--- config.mk ---
export PLATFORM = sky130hd
export DESIGN_NAME = sram_arbiter_flat
export DESIGN_NICKNAME = d
export VERILOG_FILES = /design/src/rtl/sram_arbiter_if.sv /design/src/rtl/sram_arbiter.sv /design/src/flat_wrapper.sv
export SDC_FILE = /design/constraint.sdc
export NUM_CORES = 1
export LEC_CHECK = 0
export ABC_AREA = 1
export CAP_MARGIN = 15
export CORE_MARGIN = 10
export CORE_UTILIZATION = 35
export CTS_CLUSTER_DIAMETER = 30
export DETAILED_ROUTE_END_ITERATION = 10
export GPL_TIMING_DRIVEN = 0
export PLACE_DENSITY = 0.8
export SLEW_MARGIN = 20
export SYNTH_ARGS = -nofsm -noshare
export SYNTH_HDL_FRONTEND = slang
export SYNTH_SLANG_ARGS = --single-unit
--- constraint.sdc ---
create_clock -name clk -period 2.2 [get_ports clk]
set_input_delay 0.66 -clock clk [delete_from_list [all_inputs] [get_ports clk]]
set_output_delay 0.66 -clock clk [all_outputs]
set_load 0.1 [all_outputs]
--- src/rtl/sram_arbiter_if.sv ---
// Requester and SRAM-side signal bundle for sram_arbiter.
// The slave modport is the arbiter's view; master is the requesters' and SRAM's view.
interface sram_arbiter_if #(
    parameter int N_REQ = 4,
    parameter int AW    = 14,
    parameter int DW    = 16
);
    localparam int IW = $clog2(N_REQ);

    logic [N_REQ-1:0]    wr_req;
    logic [N_REQ*AW-1:0] wr_addr;
    logic [N_REQ*DW-1:0] wr_data;
    logic [N_REQ-1:0]    wr_gnt;

    logic [N_REQ-1:0]    rd_req;
    logic [N_REQ*AW-1:0] rd_addr;
    logic [N_REQ-1:0]    rd_gnt;
    logic                rd_vld;
    logic [IW-1:0]       rd_id;
    logic [DW-1:0]       rd_data;

    logic                sram_wr_en;
    logic [AW-1:0]       sram_wr_addr;
    logic [DW-1:0]       sram_din;
    logic                sram_rd_en;
    logic [AW-1:0]       sram_rd_addr;
    logic [DW-1:0]       sram_dout;
    logic                sram_rst_n;

    modport slave (
        input  wr_req, wr_addr, wr_data, rd_req, rd_addr, sram_dout,
        output wr_gnt, rd_gnt, rd_vld, rd_id, rd_data,
        output sram_wr_en, sram_wr_addr, sram_din, sram_rd_en, sram_rd_addr, sram_rst_n
    );

    modport master (
        output wr_req, wr_addr, wr_data, rd_req, rd_addr, sram_dout,
        input  wr_gnt, rd_gnt, rd_vld, rd_id, rd_data,
        input  sram_wr_en, sram_wr_addr, sram_din, sram_rd_en, sram_rd_addr, sram_rst_n
    );
endinterface

--- src/rtl/sram_arbiter.sv ---
// Independent round-robin write and read arbiters in front of a single-port-per-direction SRAM.
// Grants are registered one-cycle pulses; read data is captured one cycle after its grant.
module sram_arbiter #(
    parameter int N_REQ = 4,
    parameter int AW    = 14,
    parameter int DW    = 16
) (
    input  logic           clk,
    input  logic           rst,
    sram_arbiter_if.slave  bus
);
    localparam int IW = $clog2(N_REQ);

    logic [N_REQ-1:0] wr_gnt_q;
    logic [N_REQ-1:0] rd_gnt_q;
    logic [IW-1:0]    wr_ptr_q;
    logic [IW-1:0]    rd_ptr_q;
    logic [IW-1:0]    rd_sel_q;
    logic             wr_en_q;
    logic             rd_en_q;
    logic             rd_vld_q;
    logic [AW-1:0]    wr_addr_q;
    logic [AW-1:0]    rd_addr_q;
    logic [DW-1:0]    din_q;
    logic [DW-1:0]    rd_data_q;
    logic [IW-1:0]    rd_id_q;

    logic             wr_hit;
    logic             rd_hit;
    logic [IW-1:0]    wr_sel;
    logic [IW-1:0]    rd_sel;

    // Returns {hit, index} of the first eligible requester at or after ptr.
    function automatic logic [IW:0] rr_pick(input logic [N_REQ-1:0] elig,
                                            input logic [IW-1:0]    ptr);
        logic [IW:0] res;
        int          idx;
        res = '0;
        for (int k = N_REQ - 1; k >= 0; k--) begin
            idx = (int'(ptr) + k) % N_REQ;
            if (elig[idx]) res = {1'b1, IW'(idx)};
        end
        return res;
    endfunction

    function automatic logic [IW-1:0] next_ptr(input logic [IW-1:0] sel);
        return (sel == IW'(N_REQ - 1)) ? '0 : sel + 1'b1;
    endfunction

    // A requester granted in the current cycle sits out this arbitration.
    always_comb begin
        {wr_hit, wr_sel} = rr_pick(bus.wr_req & ~wr_gnt_q, wr_ptr_q);
        {rd_hit, rd_sel} = rr_pick(bus.rd_req & ~rd_gnt_q, rd_ptr_q);
    end

    always_ff @(posedge clk) begin
        if (rst) begin
            wr_gnt_q  <= '0;
            rd_gnt_q  <= '0;
            wr_ptr_q  <= '0;
            rd_ptr_q  <= '0;
            rd_sel_q  <= '0;
            wr_en_q   <= 1'b0;
            rd_en_q   <= 1'b0;
            rd_vld_q  <= 1'b0;
            wr_addr_q <= '0;
            rd_addr_q <= '0;
            din_q     <= '0;
            rd_data_q <= '0;
            rd_id_q   <= '0;
        end else begin
            wr_gnt_q <= wr_hit ? (N_REQ'(1) << wr_sel) : '0;
            wr_en_q  <= wr_hit;
            if (wr_hit) begin
                wr_ptr_q  <= next_ptr(wr_sel);
                wr_addr_q <= bus.wr_addr[int'(wr_sel)*AW +: AW];
                din_q     <= bus.wr_data[int'(wr_sel)*DW +: DW];
            end

            rd_gnt_q <= rd_hit ? (N_REQ'(1) << rd_sel) : '0;
            rd_en_q  <= rd_hit;
            if (rd_hit) begin
                rd_ptr_q  <= next_ptr(rd_sel);
                rd_addr_q <= bus.rd_addr[int'(rd_sel)*AW +: AW];
                rd_sel_q  <= rd_sel;
            end

            // SRAM presents the granted word on the falling edge of the grant cycle.
            rd_vld_q <= rd_en_q;
            if (rd_en_q) begin
                rd_data_q <= bus.sram_dout;
                rd_id_q   <= rd_sel_q;
            end
        end
    end

    assign bus.wr_gnt       = wr_gnt_q;
    assign bus.rd_gnt       = rd_gnt_q;
    assign bus.rd_vld       = rd_vld_q;
    assign bus.rd_id        = rd_id_q;
    assign bus.rd_data      = rd_data_q;
    assign bus.sram_wr_en   = wr_en_q;
    assign bus.sram_wr_addr = wr_addr_q;
    assign bus.sram_din     = din_q;
    assign bus.sram_rd_en   = rd_en_q;
    assign bus.sram_rd_addr = rd_addr_q;
    assign bus.sram_rst_n   = ~rst;
endmodule

--- src/flat_wrapper.sv ---
// flat-port wrapper written by rule: the top's interface ports become plain ports
module sram_arbiter_flat 
#(
    parameter int N_REQ = 4,
    parameter int AW    = 14,
    parameter int DW    = 16
)
  (clk, rst, bus_wr_req, bus_wr_addr, bus_wr_data, bus_rd_req, bus_rd_addr, bus_sram_dout, bus_wr_gnt, bus_rd_gnt, bus_rd_vld, bus_rd_id, bus_rd_data, bus_sram_wr_en, bus_sram_wr_addr, bus_sram_din, bus_sram_rd_en, bus_sram_rd_addr, bus_sram_rst_n);
  sram_arbiter_if #(.N_REQ(N_REQ), .AW(AW), .DW(DW)) bus_i ();
  input  logic clk;
  input  logic rst;
  input wire logic [$bits(bus_i.wr_req)-1:0] bus_wr_req;
  input wire logic [$bits(bus_i.wr_addr)-1:0] bus_wr_addr;
  input wire logic [$bits(bus_i.wr_data)-1:0] bus_wr_data;
  input wire logic [$bits(bus_i.rd_req)-1:0] bus_rd_req;
  input wire logic [$bits(bus_i.rd_addr)-1:0] bus_rd_addr;
  input wire logic [$bits(bus_i.sram_dout)-1:0] bus_sram_dout;
  output wire logic [$bits(bus_i.wr_gnt)-1:0] bus_wr_gnt;
  output wire logic [$bits(bus_i.rd_gnt)-1:0] bus_rd_gnt;
  output wire logic [$bits(bus_i.rd_vld)-1:0] bus_rd_vld;
  output wire logic [$bits(bus_i.rd_id)-1:0] bus_rd_id;
  output wire logic [$bits(bus_i.rd_data)-1:0] bus_rd_data;
  output wire logic [$bits(bus_i.sram_wr_en)-1:0] bus_sram_wr_en;
  output wire logic [$bits(bus_i.sram_wr_addr)-1:0] bus_sram_wr_addr;
  output wire logic [$bits(bus_i.sram_din)-1:0] bus_sram_din;
  output wire logic [$bits(bus_i.sram_rd_en)-1:0] bus_sram_rd_en;
  output wire logic [$bits(bus_i.sram_rd_addr)-1:0] bus_sram_rd_addr;
  output wire logic [$bits(bus_i.sram_rst_n)-1:0] bus_sram_rst_n;
  assign bus_i.wr_req = bus_wr_req;
  assign bus_i.wr_addr = bus_wr_addr;
  assign bus_i.wr_data = bus_wr_data;
  assign bus_i.rd_req = bus_rd_req;
  assign bus_i.rd_addr = bus_rd_addr;
  assign bus_i.sram_dout = bus_sram_dout;
  assign bus_wr_gnt = bus_i.wr_gnt;
  assign bus_rd_gnt = bus_i.rd_gnt;
  assign bus_rd_vld = bus_i.rd_vld;
  assign bus_rd_id = bus_i.rd_id;
  assign bus_rd_data = bus_i.rd_data;
  assign bus_sram_wr_en = bus_i.sram_wr_en;
  assign bus_sram_wr_addr = bus_i.sram_wr_addr;
  assign bus_sram_din = bus_i.sram_din;
  assign bus_sram_rd_en = bus_i.sram_rd_en;
  assign bus_sram_rd_addr = bus_i.sram_rd_addr;
  assign bus_sram_rst_n = bus_i.sram_rst_n;
  sram_arbiter #(.N_REQ(N_REQ), .AW(AW), .DW(DW)) u_core (.clk(clk), .rst(rst), .bus(bus_i));
endmodule
==> summary.txt, run 1 <==
STA
  – Shortest clock period the worst path allows after layout: 2170 ps
  – Pins Over Slew Limit: 0
  – Max-slew headroom at the worst pin: 33.1%
  – Setup-failing EPs final: 0
  – Max Fclk: 0.460 GHz
  – Max Clock Skew: 6.70 ps
  – RSZ-0062 raised after global routing: yes
  – Count of final hold-check violations: 0
  – Slew of the pin with the lowest slew margin: 1010 ps
  – Hold Slack: 451 ps
  – Final Cycle Share: 98.8%

Global routing
  – Combined global-route utilization of all metal layers: 22.0%
  – Initial antenna violation count: 0
  – Overflow left after global routing: 0
  – Global-route wire length before repair: 32100 um
  – Via count of the first global-routing pass: 5953
  – Pin count of the biggest net entering global routing: 20

Detailed routing
  – Iteration-0 DRC count of the detailed router: 472
  – Total number of vias: 6223
  – Routed length per placed instance: 17.0 um
  – Remaining antenna violation count: 0
  – Via density per instance: 4.88
  – Detailed-routing iteration count for the pre-antenna-repair pass: 5
  – Number of remaining DRC errors: 0
  – Drt total wl: 21700 um

Placed design
  – Instance area at placement: 7760 um^2
  – Port-buffer cells: 274
  – Final weighted congestion of routability-driven global placement: 0.937
  – HPWL reported at the end of detailed placement: 17000 um

Critical path
  – Capturing element type of the critical path: output port
  – Crit Path Category: reg -> out
  – Data required time of the critical path: 1540 ps
  – Worst Path Arrival: 1510 ps
  – Register-to-Register Path Depth: 15
  – Worst reg2reg startpoint: u_core.wr_ptr_q[0]$_SDFFE_PP0P_
  – Buffer and inverter count on the worst path: 1
  – CP top delay family: buffers and inverters
  – Critical Path Slowest Stage Cell: clkdlybuf4s15_1
  – Startpoint of the worst setup timing path: u_core.bus.sram_rd_addr[9]$_SDFFE_PP0P_
  – Number of stages on the worst setup path: 1
  – Critical path launch point type: flop
  – Cell Chain, Critical Path: clkdlybuf4s15_1
  – Critical path's largest stage delay: 840 ps
  – Largest fanout on the critical path: 2

Clocking
  – Clock tree from TritonCTS: built
  – Total of hold buffers inserted after clock tree synthesis: 0
  – Clk pin slew, worst setup/hold paths: 60 ps
  – Number of clock sinks: 79
  – Buffer depth of the longest clock path: 2
  – Clock latency on the worst-skew pair: 340 ps
  – Buffer cell driving the clock tree root: clkbuf_16
  – H-tree levels: 3
  – Number of buffers inserted during clock tree synthesis: 9

Logic synthesis
  – Leading post-synthesis cells by cell area: dfxtp_1 (33%), nand2_1 (18%), nand3_1 (17%)
  – Mean cell area of the mapped netlist: 6.02 um^2
  – Part of the Yosys area used for sequential elements: 33.0%
  – Cell Area, Synth: 4790 um^2
  – Post-synth cell types: 29
  – Number of synthesized register bits: 79
  – YS warnings: 0
  – Synthesized netlist net count: 997
  – Number of standard cells after synthesis: 795
  – Area share of the largest cell type after synthesis: 33.0%
  – Cell type contributing the most total cell area after synthesis: dfxtp_1

Run
  – Maximum capacitance violations: 0

Power and ir drop
  – PD cells: 1910 nW/um^2
  – IR Drop Worst-Case VDD: 818 uV
  – Leakage component of the power: 0.00404 uW

Final layout
  – Layout overhead on the synthesized area: 72.7%
  – Final design area excluding fillers: 8270 um^2
  – ANT cells: 0
  – Number of nets in the layout: 1297
  – Share of final-layout standard cells stronger than drive strength 1: 17.8%

Floorplan
  – Total core area: 13300 um^2
  – Vertical die dimension: 137 um
  – Die outline area: 18800 um^2
  – Number of standard-cell rows in the floorplan: 42
  – Die outline width: 137 um
  – Initial core utilization: 35.9%
  – Num ports: 276

Outcome
  – Status: completed

Min path
  – Worst min path class: reg -> reg
  – Startpoint of the most critical hold path: u_core.bus.sram_rd_addr[13]$_SDFFE_PP0P_
  – Count of cells along the worst hold path: 2
## power breakdown
group	internal (uW)	leakage, uW	switching, uW
Sequential	1980	0.000659	253
Clock	875	0.000142	620
Combinational	3690	0.00324	8350
Total	6540	0.00404	9220
## repair_timing
action / 4_1_cts / 5_1_grt
pin swaps: 6 / 9
cloned: 1 / 0
setup buffers: 5 / 10
resized for setup: 208 / 75
hold endpoints to repair: 0 / 0
endpoints found under the setup margin: 117 / 56
## through the flow
| step | utilization, % | power [uW] | setup slack (ps) | setup TNS, ps | std cells |
|---|---|---|---|---|---|
| 2_1_floorplan | - | 10500 | 3.58 | 0 | 795 |
| 4_1_cts | 61.7 | 15300 | 0.629 | 0 | 1266 |
| 3_5_place_dp | 58.2 | 13400 | -1090 | -24110 | 1245 |
| 3_3_place_gp | 58.2 | 13300 | -1100 | -23010 | 1245 |
| 6_report | 62.0 | 15800 | 26.6 | 0 | 1276 |
| 5_1_grt | 62.0 | 16800 | -66.9 | -377 | 1276 |
## state kept, by name, summed over array words and instances, names as in the netlist
register	flops
u_core.bus.rd_data	16
u_core.bus.sram_rd_en	1
u_core.wr_ptr_q	2
u_core.bus.sram_wr_en	1
u_core.bus.rd_vld	1
u_core.bus.sram_din	16
u_core.rd_ptr_q	2
u_core.rd_sel_q	2
u_core.bus.rd_gnt	4
u_core.bus.sram_rd_addr	14
u_core.bus.wr_gnt	4
u_core.bus.rd_id	2
u_core.bus.sram_wr_addr	14
## cell usage after synthesis, drive strengths merged
library cell    n
nand2         249
nand3         161
nor2          103
inv            86
dfxtp          79
buf            34
o21ai          30
a21oi          19
clkbuf         15
nand3b          7
nor3            4
a31oi           2
xor2            2
clkinv          1
nand4           1
o21a            1
xnor2           1
## placed cells by master, fill, tap and decap left out, types with 2 or more instances in the layout
| cell type | instances |
|---|---|
| buf_2 | 11 |
| clkbuf_4 | 2 |
| inv_1 | 79 |
| o21ai_0 | 29 |
| nor2_4 | 3 |
| a31oi_1 | 2 |
| inv_4 | 2 |
| clkdlybuf4s15_2 | 30 |
| dfxtp_1 | 72 |
| nand2_1 | 220 |
| nand3_2 | 6 |
| nor2_1 | 93 |
| nor2_2 | 7 |
| buf_6 | 9 |
| clkdlybuf4s15_1 | 10 |
| xor2_1 | 2 |
| nand3b_1 | 7 |
| nand2_4 | 5 |
| clkbuf_1 | 9 |
| clkbuf_2 | 37 |
| a21oi_1 | 18 |
| nor3_1 | 4 |
| dlygate4sd2_1 | 5 |
| dfxtp_2 | 7 |
| buf_8 | 4 |
| inv_2 | 5 |
| buf_4 | 21 |
| buf_12 | 3 |
| nand2_2 | 24 |
| clkdlybuf4s50_1 | 195 |
| clkinv_2 | 3 |
| clkbuf_16 | 9 |
| nand3_1 | 154 |
## metal layers
metal	vias to the layer above	GRT usage (%)	wire length, um
li1	3108	-	-
met1	2817	26.0	8770
met2	252	36.6	10600
met3	46	7.04	1730
met4	0	7.73	624
met5	-	0	0
## path summary, 6_finish.rpt
check                                                  end  slack (ps)
setup / recovery                       bus_sram_rd_addr[9]          30
hold / removal    u_core.bus.sram_rd_addr[13]$_SDFFE_PP0P_         450
setup reg to reg       u_core.bus.sram_din[3]$_SDFFE_PP0P_         170
hold reg to reg   u_core.bus.sram_rd_addr[13]$_SDFFE_PP0P_         450
## area by class of cell
| cell class | count | area (um^2) |
|---|---|---|
| tap | 176 | 220 |
| timing repair buffer | 290 | 2790 |
| fill | 1292 | 5080 |
| clock buffer | 10 | 229 |
| buffer | 48 | 355 |
| multi-input combinational | 580 | 2690 |
| inverter | 87 | 332 |
| sequential | 79 | 1590 |
| clock inverter | 6 | 61.3 |
## kinds of logic after synthesis
logic type / synth area share (%)
buf+inv: 13.1
simple gates: 47.6
flops: 33.0
xor+xnor: 0.705
compound gates: 5.54
(Power assumes the default switching activity.)
==> inputs of run 2 (changes only) <==
- CELL_PAD_IN_SITES_DETAIL_PLACEMENT: default -> 1
- CELL_PAD_IN_SITES_GLOBAL_PLACEMENT: default -> 1
- CORE_MARGIN: 10 -> 2
- CORE_UTILIZATION: 35 -> 25
- PLACE_DENSITY: 0.8 -> 0.87
==> run 2 against run 1 <==
Combinational power grew 10%. Worst setup slack lost 6.0 ps. Sequential cell count is the same. Clock power grew 13%. Register-to-register slack lost 50 ps. Final area grew 4.2%. Non-clock buffer count grew 7. Hold slack gained 2.1 ps. Utilization shrank 16 points. Sequential share of layout area shrank 0.77 points. Maximum frequency shrank 0.28%.
==> summary.txt, run 2 (synthesis gave the netlist of run 1 again) <==
Global routing
  – Global-route wire length before repair: 34700 um
  – Via count of the first global-routing pass: 6495
  – Overflow left after global routing: 0
  – Initial antenna violation count: 1
  – Combined global-route utilization of all metal layers: 22.0%
  – Pin count of the biggest net entering global routing: 14

Power and ir drop
  – PD cells: 1990 nW/um^2
  – Leakage component of the power: 0.00418 uW
  – IR Drop Worst-Case VDD: 747 uV

STA
  – Slew of the pin with the lowest slew margin: 997 ps
  – Max Clock Skew: 9.44 ps
  – Shortest clock period the worst path allows after layout: 2180 ps
  – Max-slew headroom at the worst pin: 33.8%
  – Final Cycle Share: 99.1%
  – Setup-failing EPs final: 0
  – Max Fclk: 0.459 GHz
  – Pins Over Slew Limit: 0
  – Count of final hold-check violations: 0

Final layout
  – Layout overhead on the synthesized area: 79.9%
  – Share of the core filled with cells in the final layout: 45.9%
  – Number of nets in the layout: 1304
  – Share of final-layout standard cells stronger than drive strength 1: 19.3%
  – Final design area excluding fillers: 8620 um^2
  – Commonest cells after routing, fill and taps aside: nand2_1 (216), clkdlybuf4s50_1 (194), nand3_1 (149)
  – Leading cell type in the layout, fill and taps excluded: nand2_1

Clocking
  – Buffer depth of the longest clock path: 2
  – Buffer cell driving the clock tree root: clkbuf_16
  – Number of buffers inserted during clock tree synthesis: 9
  – H-tree levels: 3
  – Clk pin slew, worst setup/hold paths: 70 ps
  – Number of clock sinks: 79
  – Clock latency on the worst-skew pair: 340 ps
  – Clock tree from TritonCTS: built

Detailed routing
  – Number of remaining DRC errors: 0
  – Routed length per placed instance: 17.7 um
  – Iteration-0 DRC count of the detailed router: 217
  – Detailed-routing iteration count for the pre-antenna-repair pass: 4
  – Drt total wl: 23700 um
  – Remaining antenna violation count: 0
  – Total number of vias: 6327
  – Via density per instance: 4.71

Critical path
  – Capturing element type of the critical path: output port
  – Worst Path Arrival: 1520 ps
  – Critical path's largest stage delay: 830 ps
  – Crit Path Category: reg -> out
  – Register-to-Register Path Depth: 18
  – Critical register-to-register path endpoint: u_core.bus.sram_din[14]$_SDFFE_PP0P_
  – Worst reg2reg startpoint: u_core.wr_ptr_q[0]$_SDFFE_PP0P_
  – Cell Chain, Critical Path: clkdlybuf4s15_1
  – Data required time of the critical path: 1540 ps
  – Worst setup slack for register-to-register paths: 120 ps
  – Critical path launch point type: flop
  – Buffer and inverter count on the worst path: 1
  – Critical Path Slowest Stage Cell: clkdlybuf4s15_1
  – Largest fanout on the critical path: 2
  – CP top delay family: buffers and inverters

Floorplan
  – Die outline width: 142 um
  – Vertical die dimension: 142 um
  – Die outline area: 20300 um^2
  – Num ports: 276
  – Initial core utilization: 25.5%
  – Number of standard-cell rows in the floorplan: 50
  – Total core area: 18800 um^2

Placed design
  – Instance area at placement: 7840 um^2
  – Port-buffer cells: 274
  – Final weighted congestion of routability-driven global placement: 0.907
  – HPWL reported at the end of detailed placement: 17700 um

Min path
  – Startpoint of the most critical hold path: u_core.bus.sram_rd_addr[0]$_SDFFE_PP0P_
  – Hold endpoint: u_core.bus.sram_rd_addr[0]$_SDFFE_PP0P_
  – Count of cells along the worst hold path: 2
  – Worst min path class: reg -> reg

Run
  – Maximum capacitance violations: 0

Outcome
  – Status: completed
run 2: cell types whose count changed in the layout (fill, tap and decap cells not counted), sizes merged, moves of 2 or more:
cell,change
clkdlybuf4s15,-8
clkinvlp,+2
clkbuf,+12
clkinv,-3
buf,+4
run 2: what timing repair did:
item / in CTS / in global routing
hold buffers: 0 / 0
pin swaps: 12 / 18
endpoints found under the setup margin: 125 / 86
setup buffers: 6 / 9
gates cloned: 4 / 4
endpoints found under the hold margin: 0 / 0
gates resized for setup: 212 / 108
run 2: worst max path at each step:
stage / slack, ps / from / end / depth (start not counted)
final: 20 / u_core.bus.sram_wr_addr[8]$_SDFFE_PP0P_ / bus_sram_wr_addr[8] / 1
after global routing: -70 / bus_rd_req[2] / u_core.bus.sram_rd_addr[2]$_SDFFE_PP0P_ / 14
after CTS: -180 / bus_rd_req[1] / u_core.bus.sram_rd_addr[11]$_SDFFE_PP0P_ / 14
after detailed placement: -1150 / rst / bus_sram_rst_n / 4
after global placement: -1150 / rst / bus_sram_rst_n / 4
after floorplan: 4 / u_core.bus.rd_gnt[1]$_SDFF_PP0_ / u_core.bus.sram_rd_addr[10]$_SDFFE_PP0P_ / 11
run 2: final cells by class:
cell class / count / area [um^2]
antenna: 1 / 2.50
buffer: 48 / 413
clock buffer: 11 / 253
clock inverter: 5 / 80.1
fill: 2405 / 10200
inverter: 87 / 338
multi-input combinational: 580 / 2770
sequential: 79 / 1590
tap: 234 / 293
timing repair buffer: 297 / 2880
run 2: power by group:
group          internal (uW)  switching [uW]  leakage, uW  total [uW]
combinational           4350            8870      0.00336       13200
clock                   1050             643     0.000158        1700
sequential              1980             263     0.000659        2240
total                   7380            9780      0.00418       17200
run 2: through the flow:
| step | std cells | setup TNS, ps | hold WS, ps | worst slack, ps | total power, uW |
|---|---|---|---|---|---|
| after detailed placement | 1303 | -27650 | 444 | -1150 | 13700 |
| after global placement | 1303 | -25540 | 436 | -1150 | 13500 |
| final | 1342 | 0 | 453 | 20.6 | 17200 |
| after floorplan | 795 | 0 | 429 | 3.58 | 10500 |
| after CTS | 1328 | -1480 | 456 | -175 | 16400 |
| after global routing | 1342 | -607 | 478 | -74.4 | 18300 |
run 2: per-layer routing:
metal | vias up | GRT usage [%] | routed length, um
met2 | 199 | 40.7 | 11800
li1 | 3109 | - | -
met5 | - | 0 | 0
met1 | 2983 | 25.4 | 9860
met4 | 0 | 5.16 | 556
met3 | 36 | 5.69 | 1510
==> inputs of run 3 (changes only) <==
- CORE_MARGIN: 2 -> default
==> run 3 against run 2 <==
Non-clock buffer count is 2 higher. Die area is 2.8% lower. Critical endpoint is now u_core.bus.sram_rd_addr[0]$_SDFFE_PP0P_. Hold slack better by 1.2 ps. Worst setup slack worse by 15 ps. Final area is 0.41% higher. Sequential share of layout area is 0.075 points lower. Sequential cell count stayed put. Global-route usage is 1.2 points higher. Total power is 1.2% lower. Register-to-register slack hardly changed. Critical path depth is 11 higher.
==> summary.txt, run 3 (synthesis gave the netlist of run 1 again) <==
Outcome
  – Status: completed

Clocking
  – H-tree levels: 3
  – Number of buffers inserted during clock tree synthesis: 9
  – Clock tree from TritonCTS: built
  – Buffer cell driving the clock tree root: clkbuf_16
  – Buffer depth of the longest clock path: 2
  – Number of clock sinks: 79
  – Clock latency on the worst-skew pair: 350 ps
  – Clk pin slew, worst setup/hold paths: 70 ps
  – Total of hold buffers inserted after clock tree synthesis: 0

Floorplan
  – Total core area: 18800 um^2
  – Vertical die dimension: 140 um
  – Die outline area: 19700 um^2
  – Num ports: 276
  – Number of standard-cell rows in the floorplan: 50
  – Die outline width: 140 um
  – Initial core utilization: 25.5%

STA
  – Max Clock Skew: 10.4 ps
  – Slew of the pin with the lowest slew margin: 981 ps
  – Count of final hold-check violations: 0
  – Max Fclk: 0.456 GHz
  – Final Cycle Share: 99.7%
  – Pins Over Slew Limit: 0
  – Setup TNS: 0 ps
  – Shortest clock period the worst path allows after layout: 2190 ps
  – Final worst setup slack: 5.89 ps
  – Max-slew headroom at the worst pin: 34.8%
  – Setup-failing EPs final: 0

Min path
  – Worst min path class: reg -> reg
  – Count of cells along the worst hold path: 2
  – Startpoint of the most critical hold path: u_core.bus.sram_rd_addr[6]$_SDFFE_PP0P_
  – Hold endpoint: u_core.bus.sram_rd_addr[6]$_SDFFE_PP0P_

Critical path
  – Critical path's largest stage delay: 470 ps
  – Cell Chain, Critical Path: clkdlybuf4s50_1, nand3_1, o21ai_2, nor2_1, nor2_1, nand2_4, buf_12, clkbuf_16, nand3_1, nand3_1, nand3_1, nand2_1
  – Critical Path Slowest Stage Cell: clkdlybuf4s50_1
  – Data required time of the critical path: 2450 ps
  – Worst setup slack for register-to-register paths: 120 ps
  – CP most frequent cell: nand3_1
  – Register-to-Register Path Depth: 13
  – Worst Path Arrival: 2440 ps
  – Critical path launch point type: input pin
  – Capturing element type of the critical path: flop
  – Worst reg2reg startpoint: u_core.wr_ptr_q[0]$_SDFFE_PP0P_
  – Crit Path Category: in -> reg
  – Critical register-to-register path endpoint: u_core.bus.sram_wr_addr[2]$_SDFFE_PP0P_
  – Largest fanout on the critical path: 5

Detailed routing
  – Routed length per placed instance: 18.1 um
  – Iteration-0 DRC count of the detailed router: 242
  – Drt total wl: 24300 um
  – Total number of vias: 6458
  – Via density per instance: 4.81
  – Number of remaining DRC errors: 0
  – Remaining antenna violation count: 0
  – Detailed-routing iteration count for the pre-antenna-repair pass: 5

Final layout
  – Register area: 1590 um^2
  – Share of the core filled with cells in the final layout: 46.1%
  – Commonest cells after routing, fill and taps aside: nand2_1 (219), clkdlybuf4s50_1 (194), nand3_1 (140)
  – Area occupied by multi-input gates: 2770 um^2
  – Leading cell type in the layout, fill and taps excluded: nand2_1
  – Layout overhead on the synthesized area: 80.6%
  – Layout filler cell count: 2382
  – Share of final-layout standard cells stronger than drive strength 1: 19.7%
  – ANT cells: 0
  – Number of nets in the layout: 1306

Global routing
  – Global-route wire length before repair: 35300 um
  – Via count of the first global-routing pass: 6569
  – Overflow left after global routing: 0
  – Combined global-route utilization of all metal layers: 23.3%
  – Pin count of the biggest net entering global routing: 15
  – Initial antenna violation count: 1

Placed design
  – Place WS: -1160 ps
  – Port-buffer cells: 274
  – HPWL reported at the end of detailed placement: 18000 um
  – Final weighted congestion of routability-driven global placement: 0.906

Power and ir drop
  – Overall power after layout: 17000 uW
  – PD cells: 1960 nW/um^2
  – Leakage component of the power: 0.00419 uW
  – IR Drop Worst-Case VDD: 772 uV

Run
  – Maximum capacitance violations: 0
-- run 3: metrics by stage --
stage	hold slack (ps)	cells	instance area [um^2]
floorplan	429	795	4800
global placement	437	1303	7840
detailed placement	444	1303	7840
CTS	456	1329	8420
global route	483	1343	8650
finish	454	1343	8650
-- run 3: report_power, final --
part           internal [uW]  switching [uW]
clock                   1000             671
combinational           4170            8870
sequential              1980             261
total                   7150            9800
-- run 3: worst max-delay path, delay by kind of cell --
kind	cells	cell delay, ps
AO/OA/AOI/OAI	1	100
AND/OR/NAND/NOR	8	870
buffers and inverters	3	780
-- run 3: cell type report --
class,instances,area share (%)
well taps,234,3.38
clock inverters,6,1.06
multi-input cells,580,32.0
clock buffers,10,2.65
flip-flops and latches,79,18.4
inverters,87,3.85
repair buffers,299,33.7
plain buffers,48,4.90
-- run 3: how the worst max path moves through the flow --
stage,start,to
finish,bus_rd_req[2],u_core.bus.sram_rd_addr[0]$_SDFFE_PP0P_
CTS,u_core.bus.sram_wr_addr[2]$_SDFFE_PP0P_,bus_sram_wr_addr[2]
floorplan,u_core.bus.rd_gnt[1]$_SDFF_PP0_,u_core.bus.sram_rd_addr[10]$_SDFFE_PP0P_
global placement,rst,bus_sram_rst_n
global route,bus_rd_req[2],u_core.bus.sram_rd_addr[0]$_SDFFE_PP0P_
detailed placement,rst,bus_sram_rst_n
-- run 3: timing repair --
action | CTS | global route
gates cloned | 1 | 4
setup buffers | 9 | 11
pin swaps | 7 | 31
resized for setup | 221 | 98
setup endpoints to repair | 125 | 65
-- run 3: layer usage --
metal | GRT usage [%] | wire length [um]
met3 | 4.79 | 1460
met5 | 0 | 0
met2 | 41.9 | 11900
met1 | 27.0 | 10200
met4 | 8.50 | 722
